==> config.mk <==
export PLATFORM = sky130hd
export DESIGN_NAME = device_event_serializer
export DESIGN_NICKNAME = d
export VERILOG_FILES = /design/src/rtl/device_event_serializer.sv
export SDC_FILE = /design/constraint.sdc
export NUM_CORES = 1
export LEC_CHECK = 0
export ABC_AREA = 1
export CAP_MARGIN = 40
export CORE_MARGIN = 2
export CORE_UTILIZATION = 25
export DETAILED_ROUTE_END_ITERATION = 12
export GPL_ROUTABILITY_DRIVEN = 0
export SLEW_MARGIN = 30
export SYNTH_ARGS = -nofsm -noshare
export SYNTH_HDL_FRONTEND = slang
export SYNTH_SLANG_ARGS = --single-unit
==> constraint.sdc <==
create_clock -name clk -period 4.52 [get_ports clk]
set_input_delay 0.678 -clock clk [delete_from_list [all_inputs] [get_ports clk]]
set_output_delay 0.678 -clock clk [all_outputs]
set_load 0.01 [all_outputs]
==> src/rtl/device_event_serializer.sv <==
// rtl/device_event_serializer.sv - serializes per-device on/off transitions into one event per cycle
//
// Purpose:
//   Samples an 8-bit device status vector and detects each device's on/off
//   transition. Transitions are queued per device and emitted one per cycle,
//   with round-robin arbitration. The event stream drives a downstream
//   active-device counter.
//   An opposite transition on a device whose event is still waiting cancels
//   that event, so the net on/off count seen downstream always tracks the
//   true number of active devices.
//
// Ports:
//   clk          in   single clock; all state updates on the rising edge
//   rst          in   synchronous active-high reset
//   dev_status   in   [7:0] level status of devices 0..7 (1 = on)
//   hold         in   downstream stall; 1 = emit no event this cycle
//   change       out  registered one-cycle pulse per emitted event
//   on_off       out  registered event direction (1 = on), 0 when change=0
//   dev_id       out  [2:0] registered device index, 0 when change=0
//   pending_cnt  out  [3:0] number of devices with an un-emitted event

module device_event_serializer (
    input  logic       clk,
    input  logic       rst,
    input  logic [7:0] dev_status,
    input  logic       hold,
    output logic       change,
    output logic       on_off,
    output logic [2:0] dev_id,
    output logic [3:0] pending_cnt
);

    // Sampling pipeline: cur is the current registered status, last is the
    // previous one. Both clear on reset, so devices already on when reset
    // releases appear as rising edges.
    logic [7:0] cur_q,  cur_d;
    logic [7:0] last_q, last_d;

    // Per-device event state: pend marks a waiting event, dir its direction.
    logic [7:0] pend_q, pend_d;
    logic [7:0] dir_q,  dir_d;

    // Round-robin search start.
    logic [2:0] rr_ptr_q, rr_ptr_d;

    // Registered event outputs.
    logic       change_q, change_d;
    logic       on_off_q, on_off_d;
    logic [2:0] dev_id_q, dev_id_d;

    // Transition detect.
    logic [7:0] edge_vec;

    // Arbitration results.
    logic       grant_valid;
    logic [2:0] grant_idx;
    logic [7:0] grant_vec;
    logic [2:0] search_idx;

    assign edge_vec = cur_q ^ last_q;

    // Round-robin arbiter: scan upward from rr_ptr with 3-bit wraparound;
    // the first waiting device wins. No grant while stalled.
    always_comb begin
        grant_valid = 1'b0;
        grant_idx   = 3'd0;
        search_idx  = 3'd0;
        for (int k = 0; k < 8; k++) begin
            search_idx = rr_ptr_q + 3'(k);
            if (!hold && !grant_valid && pend_q[search_idx]) begin
                grant_valid = 1'b1;
                grant_idx   = search_idx;
            end
        end
    end

    assign grant_vec = grant_valid ? (8'b0000_0001 << grant_idx) : 8'b0000_0000;

    // Per-device pending update.
    // A new edge normally queues an event. If an event is already waiting and
    // is not being emitted this cycle, the new edge is its opposite and the
    // two cancel. If the waiting event is being emitted this cycle, the new
    // edge becomes a fresh event, so the device is never lost.
    always_comb begin
        pend_d = pend_q;
        dir_d  = dir_q;
        for (int i = 0; i < 8; i++) begin
            if (edge_vec[i]) begin
                if (!pend_q[i] || grant_vec[i]) begin
                    pend_d[i] = 1'b1;
                    dir_d[i]  = cur_q[i];
                end else begin
                    pend_d[i] = 1'b0;
                end
            end else if (grant_vec[i]) begin
                pend_d[i] = 1'b0;
            end
        end
    end

    // Output and pointer next-state.
    always_comb begin
        cur_d    = dev_status;
        last_d   = cur_q;
        rr_ptr_d = rr_ptr_q;
        change_d = 1'b0;
        on_off_d = 1'b0;
        dev_id_d = 3'd0;
        if (grant_valid) begin
            change_d = 1'b1;
            on_off_d = dir_q[grant_idx];
            dev_id_d = grant_idx;
            rr_ptr_d = grant_idx + 3'd1;
        end
    end

    always_ff @(posedge clk) begin
        if (rst) begin
            cur_q    <= 8'd0;
            last_q   <= 8'd0;
            pend_q   <= 8'd0;
            dir_q    <= 8'd0;
            rr_ptr_q <= 3'd0;
            change_q <= 1'b0;
            on_off_q <= 1'b0;
            dev_id_q <= 3'd0;
        end else begin
            cur_q    <= cur_d;
            last_q   <= last_d;
            pend_q   <= pend_d;
            dir_q    <= dir_d;
            rr_ptr_q <= rr_ptr_d;
            change_q <= change_d;
            on_off_q <= on_off_d;
            dev_id_q <= dev_id_d;
        end
    end

    // Popcount of the waiting events; at most 8, so 4 bits never wrap.
    always_comb begin
        pending_cnt = 4'd0;
        for (int i = 0; i < 8; i++) begin
            pending_cnt = pending_cnt + {3'd0, pend_q[i]};
        end
    end

    assign change = change_q;
    assign on_off = on_off_q;
    assign dev_id = dev_id_q;

endmodule

==> impl_results.md, run 1 <==
- Initial antenna violation count: 0
- Hpwl dp: 4450 um
- Nets: 406
- Starting Density: 0.257
- WP data arrival: 3.51 ns
- Final wirelength: 5640 um
- Metal3 WL: around 210 um
- Share of the synthesized area in the top cell type: 0.303
- Seq cells post-synth: 40
- Mapped Cells: 366
- Mapped cell area: 2640 sq um
- Vias per cell: 4.34
- Post-CTS resize count: 0
- Final ANT Viol Nets: 0
- Clk_skew: between 0.01 and 0.015 ns
- Global-route wire length before repair: around 10000 um
- Syn. warnings: 0
- Wl on met1: 2610 um
- Iter 0 DRT Violations: 101
- Clock latency on the worst-skew pair: ~0.29 ns
- Ports: 20
- Crit. End Element: output pin
- Rows: 37
- P&R area growth vs syn: 14.8%
- ANT cells: 0
- Sequential element share of the synthesized area: 0.303
- Final slew viol count: 0
- Detail Route met2 WL: between 2000 and 3000 um
- Fmax: 239 MHz
- Least-Margin Pin Slew: around 0.53 ns
- Vias in the first global route: about 2200
- Synth area leader: dfxtp_1
- Hold Slack: 0.455 ns
- Clock sinks: 40
- Final min period: between 4 and 5 ns
- # setup viols final: 0
- CTS tree: done
- Ranking of synthesized cells by area: dfxtp_1 30%, nand2_1 13%, nand3_1 7.2%
- HP Class: reg2reg
- Leak Pwr: 1.37 nW
- Vias: about 2300
- CTS Buf Count: 5
- Peak supply drop: 0.000306 V
- Worst r2r path cells: 21
- Startpoint types: flop
- Kind of critical path: reg2out
- CTS max path bufs: 2
- Worst Path Max Fanout: 5
- RSZ-0062 raised after global routing: no
- Hold Fails Final Rpt: 0
- Final period util: 0.926
- Pin count of the biggest net entering global routing: 37
- Core area: ~10000 sq um
- Setup repair bufs after CTS: 0
- Syn nets: 387
- Chip Height: 107 um
- Max Used Layer: met4
- Die Span X: between 100 and 150 um
- Pwr dens: 793 nW/um^2
- GRT overflow: 0
- Setup TNS: 0 ns
- Die Footprint: ~11000 sq um
- Routed length per instance: 10.8 um
- Drt drc: 0
- Synth Area per Inst: 7.22 sq um
- Number of max-cap violations: 0
- Relative slew margins: 0.646
- Worst-path clk slew: around 0.07 ns
- Count of cell types in the netlist: 41
- 1st-pass router iterations: 4
- Hold Buf Count CTS: 0
- # port buffers: 19
- Layout cells sized above 1: 0.187
- Run status: finished, final reports clean
- Root buf cell: clkbuf_8
- Hold Path Stages: 2
- CTS H-tree depth: 2
- Total track usage: 0.107
- Worst endpoint required time: approximately 3.8 ns
-- through the flow --
| step | cell area, sq um | utilization | std cells | power, W | setup slack, ns |
|---|---|---|---|---|---|
| 3_3_place_gp | 2950 | 0.287 | 514 | 0.00215 | 0.700 |
| 6_report | 3030 | 0.295 | 522 | 0.00240 | 0.333 |
| 2_1_floorplan | 2640 | - | 366 | 0.00183 | 1.18 |
| 5_1_grt | 3030 | 0.295 | 522 | 0.00265 | 0.190 |
| 3_5_place_dp | 2950 | 0.287 | 514 | 0.00219 | 0.647 |
| 4_1_cts | 3030 | 0.295 | 522 | 0.00243 | 0.315 |
-- placed cells by master, fill, tap and decap left out, types with 2 or more instances in the layout --
master | synthesis | layout
nand2_1 | 89 | 89
inv_1 | 49 | 49
dfxtp_1 | 40 | 40
nand3_1 | 38 | 38
nor2_1 | 32 | 32
nand2_2 | 19 | 19
clkdlybuf4s50_1 | 0 | 19
a21oi_1 | 11 | 11
nand3_2 | 9 | 9
nand4_1 | 8 | 8
xnor2_1 | 8 | 8
a21oi_2 | 8 | 8
ha_1 | 6 | 6
nor2_4 | 5 | 5
clkbuf_8 | 0 | 5
nor2_2 | 4 | 4
fa_1 | 4 | 4
inv_2 | 3 | 3
nand2_4 | 3 | 3
xor2_1 | 2 | 2
nand3_4 | 2 | 2
clkinv_2 | 0 | 2
-- layout make-up --
| cell class | count | area [sq um] |
|---|---|---|
| Sequential cell | 40 | 801 |
| Clock buffer | 5 | 68.8 |
| Multi-Input combinational cell | 263 | 1560 |
| Tap cell | 136 | 170 |
| Clock inverter | 3 | 18.8 |
| Inverter | 55 | 214 |
| Timing Repair Buffer | 20 | 198 |
| Fill cell | 1126 | 7240 |
-- final timing paths --
check / startpoint / slack, ns / to
max: pend_q[0] / 0.33 / pending_cnt[2]
min: cur_q[2] / 0.46 / last_q[2]
max reg2reg: rr_ptr_q[1] / 0.86 / dir_q[7]
min reg2reg: cur_q[2] / 0.46 / last_q[2]
-- flip-flops by register name, summed over array words and instances, names as in the netlist --
| signal | cells |
|---|---|
| cur_q | 8 |
| dir_q | 8 |
| last_q | 8 |
| pend_q | 8 |
| dev_id | 3 |
| rr_ptr_q | 3 |
| change | 1 |
| on_off | 1 |
-- critical path: stages, from the launching register on --
cell	delay (ns)
dfxtp_1	0.37
fa_1	0.55
inv_1	0.05
fa_1	0.45
fa_1	0.49
inv_1	0.04
ha_1	0.20
fa_1	0.38
xor2_1	0.14
clkdlybuf4s50_1	0.55
-- where the power goes --
group	switching (W)	internal, W
sequential	0.0000775	0.000409
clock	0.000121	0.000107
combinational	0.00111	0.000584
total	0.00130	0.00110
-- cell families (layout without fill, tap and decap cells) --
kind of cell               Yosys count  after routing  share of synthesized area
adders and majority gates           10             10                     0.0587
AOI/OAI and AO/OA                   28             28                     0.0758
xor gates and xnor gates            12             12                     0.0455
and+or+nand+nor                    213            213                      0.411
DFF                                 40             40                      0.303
buffers and inverters               63             83                      0.106
-- metal layers --
metal,vias up,GRT usage
met5,-,0
met4,0,0.0362
met3,7,0.0188
met2,39,0.190
met1,1031,0.130
li1,1187,-
-- synth_stat cells, drive strengths merged --
cell type  count
a211oi         1
a21oi         19
buf            4
clkbuf         4
clkinv         1
dfxtp         40
fa             4
ha             6
inv           54
nand2        111
nand3         49
nand4          9
nor2          41
nor3           2
o211ai         1
o21a           1
o21ai          4
o21bai         1
o22ai          1
or2            1
xnor2          9
xor2           3
(Power assumes the default switching activity.)
==> inputs of run 2 (changes only) <==
==> constraint.sdc (replaced) <==
create_clock -name clk -period 4.6 [get_ports clk]
set_input_delay 0.69 -clock clk [delete_from_list [all_inputs] [get_ports clk]]
set_output_delay 0.69 -clock clk [all_outputs]
set_load 0.01 [all_outputs]
==> run 2 against run 1 <==
  * Sequential share of layout area down 0.61 points
  * Largest cell class unchanged
  * Design area up 2.4%
  * Highest routed layer unchanged
  * Combinational power about the same
==> impl_results.md, run 2 (synthesis gave the netlist of run 1 again) <==
- Setup repair bufs after CTS: 0
- Crit. End Element: output pin
- RSZ-0062 raised after global routing: no
- Hpwl dp: 4500 um
- Final slew viol count: 0
- Least-Margin Pin Slew: 0.504 ns
- ANT cells: 0
- Number of max-cap violations: 0
- Run status: finished, final reports clean
- Core area: 10300 sq um
- CTS H-tree depth: 2
- Pwr dens: 818 nW/um^2
- Routed length per instance: between 10 and 15 um
- Layout cells sized above 1: 0.187
- Setup TNS: 0 ns
- Final period util: 0.908
- Chip Height: 107 um
- Hold Buf Count CTS: 0
- Crit path largest cell delay: 0.55 ns
- Initial antenna violation count: 0
- Final ANT Viol Nets: 0
- Internal reg-to-reg setup slack: 0.88 ns
- Relative slew margins: 0.662
- Worst endpoint required time: 3.91 ns
- CP bufs+invs: 3
- # port buffers: 19
- Worst path cell trace: fa_1 -> inv_1 -> fa_1 -> fa_1 -> inv_1 -> ha_1 -> fa_1 -> xor2_1 -> clkdlybuf4s50_1
- R2r endpoint: dir_q[7]
- Worst-path clk slew: 0.08 ns
- Final instance area: roughly 3100 sq um
- P&R area growth vs syn: 17.5%
- Kind of critical path: reg2out
- WP data arrival: approximately 3.5 ns
- 1st-pass router iterations: 4
- Hold Path End: last_q[2]
- Final wirelength: between 5000 and 6000 um
- Number of cells on the critical path: 9
- Vias: between 2000 and 2500
- Worst path slowest cell: clkdlybuf4s50_1
- Fill count: 1117
- CTS tree: done
- Post-CTS resize count: 0
- Startpoint types: flop
- HP Class: reg2reg
- Ports: 20
- Die Footprint: around 11000 sq um
- Leak Pwr: 1.40 nW
- Hold_sp: cur_q[2]
- Storage cell area: 801 sq um
- Hold Fails Final Rpt: 0
- Die Span X: about 110 um
- Iter 0 DRT Violations: 110
- Pin count of the biggest net entering global routing: 37
- Peak supply drop: a little under 0.0003 V
- Starting Density: 0.257
- Global-route wire length before repair: 9940 um
- GRT overflow: 0
- Most frequent cells in the layout: 89 x nand2_1, 49 x inv_1, 40 x dfxtp_1, 38 x nand3_1, 32 x nor2_1
- Most common cell after layout, fill and taps aside: nand2_1
- Vias in the first global route: approximately 2200
- Clock latency on the worst-skew pair: 0.29 ns
- Crit path top cell by count: fa_1
- CTS max path bufs: 2
- Nets: 406
- Final min period: 4.18 ns
- # setup viols final: 0
- Fmax: 239 MHz
- Root buf cell: clkbuf_8
- Delay-heaviest family, CP: adder cells
- Drt drc: 0
- Reg2reg start: rr_ptr_q[1]
- Vias per cell: 4.37
- Worst r2r path cells: 21
- Clock sinks: 40
- Clk_skew: 0.00566 ns
- CTS Buf Count: 5
- Area of the multi-input gates: 1560 sq um
- Total track usage: 0.106
- Post-DP Area: just under 3000 sq um
- Worst Path Max Fanout: 5
- Hold Path Stages: 2
- Rows: 37
-- run 2: changes by cell type in the layout (fill, tap and decap cells not counted) --
cell / before / now
bufinv_16: 0 / 3
clkinv_4: 1 / 0
clkinv_2: 2 / 0
-- run 2: layer usage --
layer	part of all wire	track usage
met1	0.45	0.128
met2	0.50	0.189
met3	0.028	0.0188
met4	0.020	0.0371
met5	0	0
-- run 2: area by class of cell --
| class | instances | area share |
|---|---|---|
| Clock buffer | 5 | 0.0222 |
| Timing Repair Buffer | 20 | 0.0637 |
| Clock inverter | 3 | 0.0290 |
| Tap cell | 136 | 0.0548 |
| Multi-Input combinational cell | 263 | 0.503 |
| Inverter | 55 | 0.0689 |
| Sequential cell | 40 | 0.258 |
-- run 2: report_power, final --
group	switching, W	leakage, nW	internal [W]	total, W
sequential	0.0000755	0.330	0.000401	0.000477
clock	0.000122	0.0784	0.000271	0.000393
combinational	0.00110	0.991	0.000572	0.00167
-- run 2: worst max path at each step --
stage,end,from,slack (ns)
6_report,pending_cnt[2],pend_q[0],0.42
5_1_grt,pending_cnt[2],pend_q[1],0.27
4_1_cts,pending_cnt[2],pend_q[0],0.40
3_5_place_dp,pending_cnt[2],pend_q[0],0.73
3_3_place_gp,pending_cnt[2],pend_q[0],0.77
2_1_floorplan,pending_cnt[2],pend_q[0],1.25
-- run 2: worst reg2reg max path, delay by kind of cell (launching register included) --
family	cells	cell delay, ns
flops	1	0.57
compound gates	3	0.29
fa+ha+maj	2	0.61
simple gates	12	1.56
buf+inv	4	0.58
-- run 2: per-stage QoR --
step            util  cells  power [W]  setup slack, ns  hold slack, ns
2_1_floorplan      -    366    0.00180             1.25           0.429
3_3_place_gp   0.287    514    0.00212            0.768           0.439
3_5_place_dp   0.287    514    0.00215            0.727           0.449
4_1_cts        0.302    522    0.00255            0.396           0.460
5_1_grt        0.302    522    0.00277            0.273           0.472
6_report       0.302    522    0.00254            0.424           0.459
